$ cat config.mk
export PLATFORM = sky130hd
export DESIGN_NAME = ev22_register_bank
export DESIGN_NICKNAME = d
export VERILOG_FILES = /design/src/rtl/ev22_register_bank.sv
export SDC_FILE = /design/constraint.sdc
export NUM_CORES = 1
export LEC_CHECK = 0
export BUFFER_PORTS_ARGS = -buffer_cell sky130_fd_sc_hd__buf_2
export CORE_AREA = 2 2 241 243
export CTS_CLUSTER_SIZE = 14
export DETAILED_ROUTE_END_ITERATION = 10
export DIE_AREA = 0 0 243 245
export GPL_ROUTABILITY_DRIVEN = 0
export GPL_TIMING_DRIVEN = 0
export SLEW_MARGIN = 20
export SYNTH_ARGS = -nofsm -noshare
export SYNTH_HDL_FRONTEND = slang
export SYNTH_SLANG_ARGS = --single-unit
$ cat constraint.sdc
create_clock -name clk -period 49.7 [get_ports clk]
set_clock_uncertainty 0.1 [all_clocks]
set_input_delay 2.485 -clock clk [delete_from_list [all_inputs] [get_ports clk]]
set_output_delay 2.485 -clock clk [all_outputs]
set_load 0.02 [all_outputs]
$ cat src/rtl/ev22_register_bank.sv
// EV22 register bank: general registers r0-r27, synchronised input ports
// (r28/r29), output ports (dest 30/31), auxiliaries r32/r33 and the working
// register (r34). One write-back per clock from the ALU result bus.
module ev22_register_bank #(
  parameter int WIDTH       = 16,
  parameter int SYNC_STAGES = 2
) (
  input  logic             clk,
  input  logic             reset,
  input  logic [5:0]       Sel_C,
  input  logic             Write_En,
  input  logic [WIDTH-1:0] Data_C,
  input  logic [WIDTH-1:0] Port_In_0,
  input  logic [WIDTH-1:0] Port_In_1,
  output logic [WIDTH-1:0] r0,  r1,  r2,  r3,  r4,  r5,  r6,  r7,
  output logic [WIDTH-1:0] r8,  r9,  r10, r11, r12, r13, r14, r15,
  output logic [WIDTH-1:0] r16, r17, r18, r19, r20, r21, r22, r23,
  output logic [WIDTH-1:0] r24, r25, r26, r27, r28, r29, r32, r33,
  output logic [WIDTH-1:0] Working_Register,
  output logic [WIDTH-1:0] Output_Port_0,
  output logic [WIDTH-1:0] Output_Port_1,
  output logic             Illegal_Write,
  output logic [1:0]       Port_Changed
);

  logic [WIDTH-1:0] gpr_reg [28];
  logic [WIDTH-1:0] aux_reg [2];
  logic [WIDTH-1:0] work_reg;
  logic [WIDTH-1:0] out_port_reg [2];
  logic             illegal_reg;
  logic [1:0]       changed_reg;
  logic [WIDTH-1:0] port_pin [2];
  logic [WIDTH-1:0] sync_reg [2][SYNC_STAGES];
  logic             write_rejected;

  assign port_pin[0] = Port_In_0;
  assign port_pin[1] = Port_In_1;

  // Destinations 28/29 are read-only pins and 35-63 do not exist.
  assign write_rejected = Write_En &&
                          ((Sel_C == 6'd28) || (Sel_C == 6'd29) || (Sel_C > 6'd34));

  // General registers r0-r27: write when selected and enabled.
  always_ff @(posedge clk or posedge reset) begin
    if (reset) begin
      for (int i = 0; i < 28; i++) gpr_reg[i] <= '0;
    end else begin
      for (int i = 0; i < 28; i++) begin
        if (Write_En && (Sel_C == 6'(i))) gpr_reg[i] <= Data_C;
      end
    end
  end

  // Output ports (30/31), auxiliaries (32/33) and working register (34).
  always_ff @(posedge clk or posedge reset) begin
    if (reset) begin
      out_port_reg[0] <= '0;
      out_port_reg[1] <= '0;
      aux_reg[0]      <= '0;
      aux_reg[1]      <= '0;
      work_reg        <= '0;
    end else if (Write_En) begin
      case (Sel_C)
        6'd30:   out_port_reg[0] <= Data_C;
        6'd31:   out_port_reg[1] <= Data_C;
        6'd32:   aux_reg[0]      <= Data_C;
        6'd33:   aux_reg[1]      <= Data_C;
        6'd34:   work_reg        <= Data_C;
        default: ;
      endcase
    end
  end

  // Rejected-write flag, valid for the cycle after the offending write.
  always_ff @(posedge clk or posedge reset) begin
    if (reset) illegal_reg <= 1'b0;
    else       illegal_reg <= write_rejected;
  end

  genvar gi;
  generate
    for (gi = 0; gi < 2; gi++) begin : g_port
      // Input-port synchroniser chain plus change pulse aligned with the
      // cycle in which the last stage takes its new value.
      always_ff @(posedge clk or posedge reset) begin
        if (reset) begin
          for (int s = 0; s < SYNC_STAGES; s++) sync_reg[gi][s] <= '0;
          changed_reg[gi] <= 1'b0;
        end else begin
          sync_reg[gi][0] <= port_pin[gi];
          for (int s = 1; s < SYNC_STAGES; s++) sync_reg[gi][s] <= sync_reg[gi][s-1];
          changed_reg[gi] <= (sync_reg[gi][SYNC_STAGES-2] != sync_reg[gi][SYNC_STAGES-1]);
        end
      end
    end
  endgenerate

  assign r0  = gpr_reg[0];   assign r1  = gpr_reg[1];
  assign r2  = gpr_reg[2];   assign r3  = gpr_reg[3];
  assign r4  = gpr_reg[4];   assign r5  = gpr_reg[5];
  assign r6  = gpr_reg[6];   assign r7  = gpr_reg[7];
  assign r8  = gpr_reg[8];   assign r9  = gpr_reg[9];
  assign r10 = gpr_reg[10];  assign r11 = gpr_reg[11];
  assign r12 = gpr_reg[12];  assign r13 = gpr_reg[13];
  assign r14 = gpr_reg[14];  assign r15 = gpr_reg[15];
  assign r16 = gpr_reg[16];  assign r17 = gpr_reg[17];
  assign r18 = gpr_reg[18];  assign r19 = gpr_reg[19];
  assign r20 = gpr_reg[20];  assign r21 = gpr_reg[21];
  assign r22 = gpr_reg[22];  assign r23 = gpr_reg[23];
  assign r24 = gpr_reg[24];  assign r25 = gpr_reg[25];
  assign r26 = gpr_reg[26];  assign r27 = gpr_reg[27];
  assign r28 = sync_reg[0][SYNC_STAGES-1];
  assign r29 = sync_reg[1][SYNC_STAGES-1];
  assign r32 = aux_reg[0];
  assign r33 = aux_reg[1];
  assign Working_Register = work_reg;
  assign Output_Port_0    = out_port_reg[0];
  assign Output_Port_1    = out_port_reg[1];
  assign Illegal_Write    = illegal_reg;
  assign Port_Changed     = changed_reg;

endmodule

==> metrics.md <==
| Metric | Value |
|---|---|
| Status | finished clean |
| Final setup fails | 0 |
| Max stage delay on crit path | 0.75 ns |
| Synth warnings | 0 |
| Most used cell, CP | buf_2 |
| Die H | 245 microns |
| Slew margin rel. | 35.96% |
| Share of the synthesized area in the top cell type | 67.06% |
| Vias | 14030 |
| Postcts setup bufs | 0 |
| Vias/cell | 4.914 |
| Detailed Routing Iterations Pass 1 | 5 |
| Slowest cell on crit path | nor2_1 |
| Power Density | 45.22 mW/mm^2 |
| Nets | 2097 |
| Max reg flops | 32 |
| Largest net degree at the start of global routing | 108 |
| Crit path time final | 4.255 ns |
| H-tree Lvls | 3 |
| Seq/Total Area, Yosys | 67.06% |
| Worst min-delay path category | flop to flop |
| Hold Fails Final Rpt | 0 |
| Max FO, Critical Path | 10 |
| CTS hold repair buffers | 0 |
| Data required, critical path | 50.07 ns |
| Num CTS Buffers | 66 |
| Critical Path End Type | flop |
| Synth cell count leaders | 595 x dfrtp_1, 518 x mux2_2, 54 x clkbuf_1 |
| Fin. max-slew vios | 0 |
| DP Worst Slack | 44.86 ns |
| Net Count, Synth | 1405 |
| Fraction of layout cells with a size suffix above 1 | 63.33% |
| Achievable Freq | 235.0 MHz |
| Count leader, synth | dfrtp_1 |
| Unrepaired setup endpoints after global routing | false |
| Post_cts resized | 0 |
| Syn Inst Count | 1348 |
| Leak | 15.35 nW |
| Number of synthesized flops with an enable pin | 0 |
| DR DRC count | 0 |
| Initial Util | 38.93% |
| Synth Cell Area | 0.02220 sq mm |
| Remaining Overflow, GRT | 0 |
| Part of the cycle the worst path needs | 8.562% |
| Detailed Place HPWL | 49570 microns |
| Vias in the first global route | 14670 |
| CTS tree | yes |
| Setup ws final | 45.44 ns |
| CTS Sinks | 595 |
| First-pass GRT wire length | 97420 microns |
| Row cnt | 88 |
| DRT antenna net count | 0 |
| Synth Flop Type | dfrtp_1 |
| Area contributors post-synth | dfrtp_1 67%, mux2_2 26%, xor2_1 1.3% |
| Wire per inst | 23.27 microns |
| Worst-Margin Slew | 0.9571 ns |
| Clock Tree Buf Depth | 3 |
| Setup_tns | 0 ns |
| Area leader, netlist | dfrtp_1 |
| Initial antenna violation count | 6 |
| Root buffer cell | clkbuf_16 |
| PortBufs | 618 |
| Routed WL | 66460 microns |
| Filler Cells Inserted | 5121 |
| Synthesis-to-layout area growth | 28.73% |
| Max IR drop VDD | 27.74 uV |
| Register bit total from synthesis | 595 |
| Post-synthesis cell type count | 32 |
| Core area | 0.05703 sq mm |
| Num ports | 620 |
| Worst-path clk slew | 0.06 ns |
| CP Class | input port to flop |
| Max-cap viol count | 0 |
| DR iter-0 viols | 525 |
| Critical path arrival | 4.62 ns |
| Post-Syn Area per Cell | 16.47 sq um |
| Total GRT Usage | 22.04% |
| Critical Path Start Type | input port |
| Die W | 243 microns |
| Ys async rst share | 100.0% |
| Critical path cell sequence | buf_2 > buf_2 > nand4_1 > nor2_1 > buf_2 > mux2_2 |
| Clk_lat worst skew | 0.59 ns |
| Area of the die | 0.05954 sq mm |
## worst paths after layout
check	from	endpoint	slack (ns)	cells past startpoint
worst min-delay path	sync_reg[60]$_DFF_PP0_	r28[12]$_DFF_PP0_	0.29	0
worst max-delay path	Sel_C[0]	Output_Port_1[3]$_DFFE_PP0P_	45.44	6
min in group asynchronous	reset	r33[3]$_DFFE_PP0P_	1.86	2
max in group asynchronous	reset	r12[0]$_DFFE_PP0P_	45.75	5
worst max register to register	r28[1]$_DFF_PP0_	Port_Changed[0]$_DFF_PP0_	48.40	3
worst min register to register	sync_reg[60]$_DFF_PP0_	r28[12]$_DFF_PP0_	0.29	0
## routing by layer
metal	share of wire, %	global-route usage [%]	up-vias
li1	-	-	6086
met1	41	27.30	7355
met2	49	36.52	444
met3	6.4	6.112	140
met4	3.7	9.040	8
met5	0.053	0	-
## through the flow
step	area [sq um]	hold slack (ns)	power, mW	std cells	util, %
after floorplan	22200	0.2715	0.7207	1348	-
after global placement	26250	0.2752	0.8174	2731	46.03
after detailed placement	26420	0.2797	0.8230	2737	46.33
after CTS	28570	0.2925	1.308	2854	50.10
after global routing	28570	0.2958	1.343	2854	50.10
final	28580	0.2864	1.292	2856	50.11
## final cells by class
cell class              count  area [sq um]  area share, %
inverters                   2         15.01        0.05254
clock inverters            16         155.1         0.5429
repair buffers            624          3258          11.40
plain buffers             123         636.9          2.228
multi-input cells         628          6668          23.33
flip-flops and latches    595         14890          52.10
clock buffers             101          1994          6.979
well taps                 765         957.2          3.349
diodes                      2         5.005        0.01751
## logic make-up after synthesis
logic type	after synthesis	synth area share [%]
AO/OA/AOI/OAI	3	0.1071
XOR/XNOR	32	1.262
buffers and inverters	125	2.902
flip-flops	595	67.06
multiplexers	528	26.78
AND/OR/NAND/NOR	65	1.882
## report_power, final
group          switching (mW)  internal (mW)  leakage [nW]
sequential             0.0301          0.544          7.79
clock                   0.197          0.283          1.06
combinational           0.150         0.0875          6.50
total                   0.377          0.915          15.4
## worst max-delay path: cells and delay by family
| kind | cells | cell delay, ns |
|---|---|---|
| buffers and inverters | 3 | 0.82 |
| muxes | 1 | 0.37 |
| and+or+nand+nor | 2 | 0.92 |
## placed cells by master (no fill, tap or decap), types with 2 or more instances in the layout
cell type	instances
buf_2	653
dfrtp_1	595
mux2_2	518
clkbuf_1	69
clkbuf_16	67
buf_4	33
xor2_1	32
clkbuf_8	19
nand2_1	14
mux2_1	10
nor4_1	9
nand3_1	8
nor2_1	6
clkinv_2	6
buf_16	6
nand4_1	5
inv_6	5
nor2_2	3
and4bb_2	3
nor2b_1	3
diode_2	2
nand4b_1	2
inv_8	2
and3b_1	2
clkinv_8	2
(Power assumes the default switching activity.)
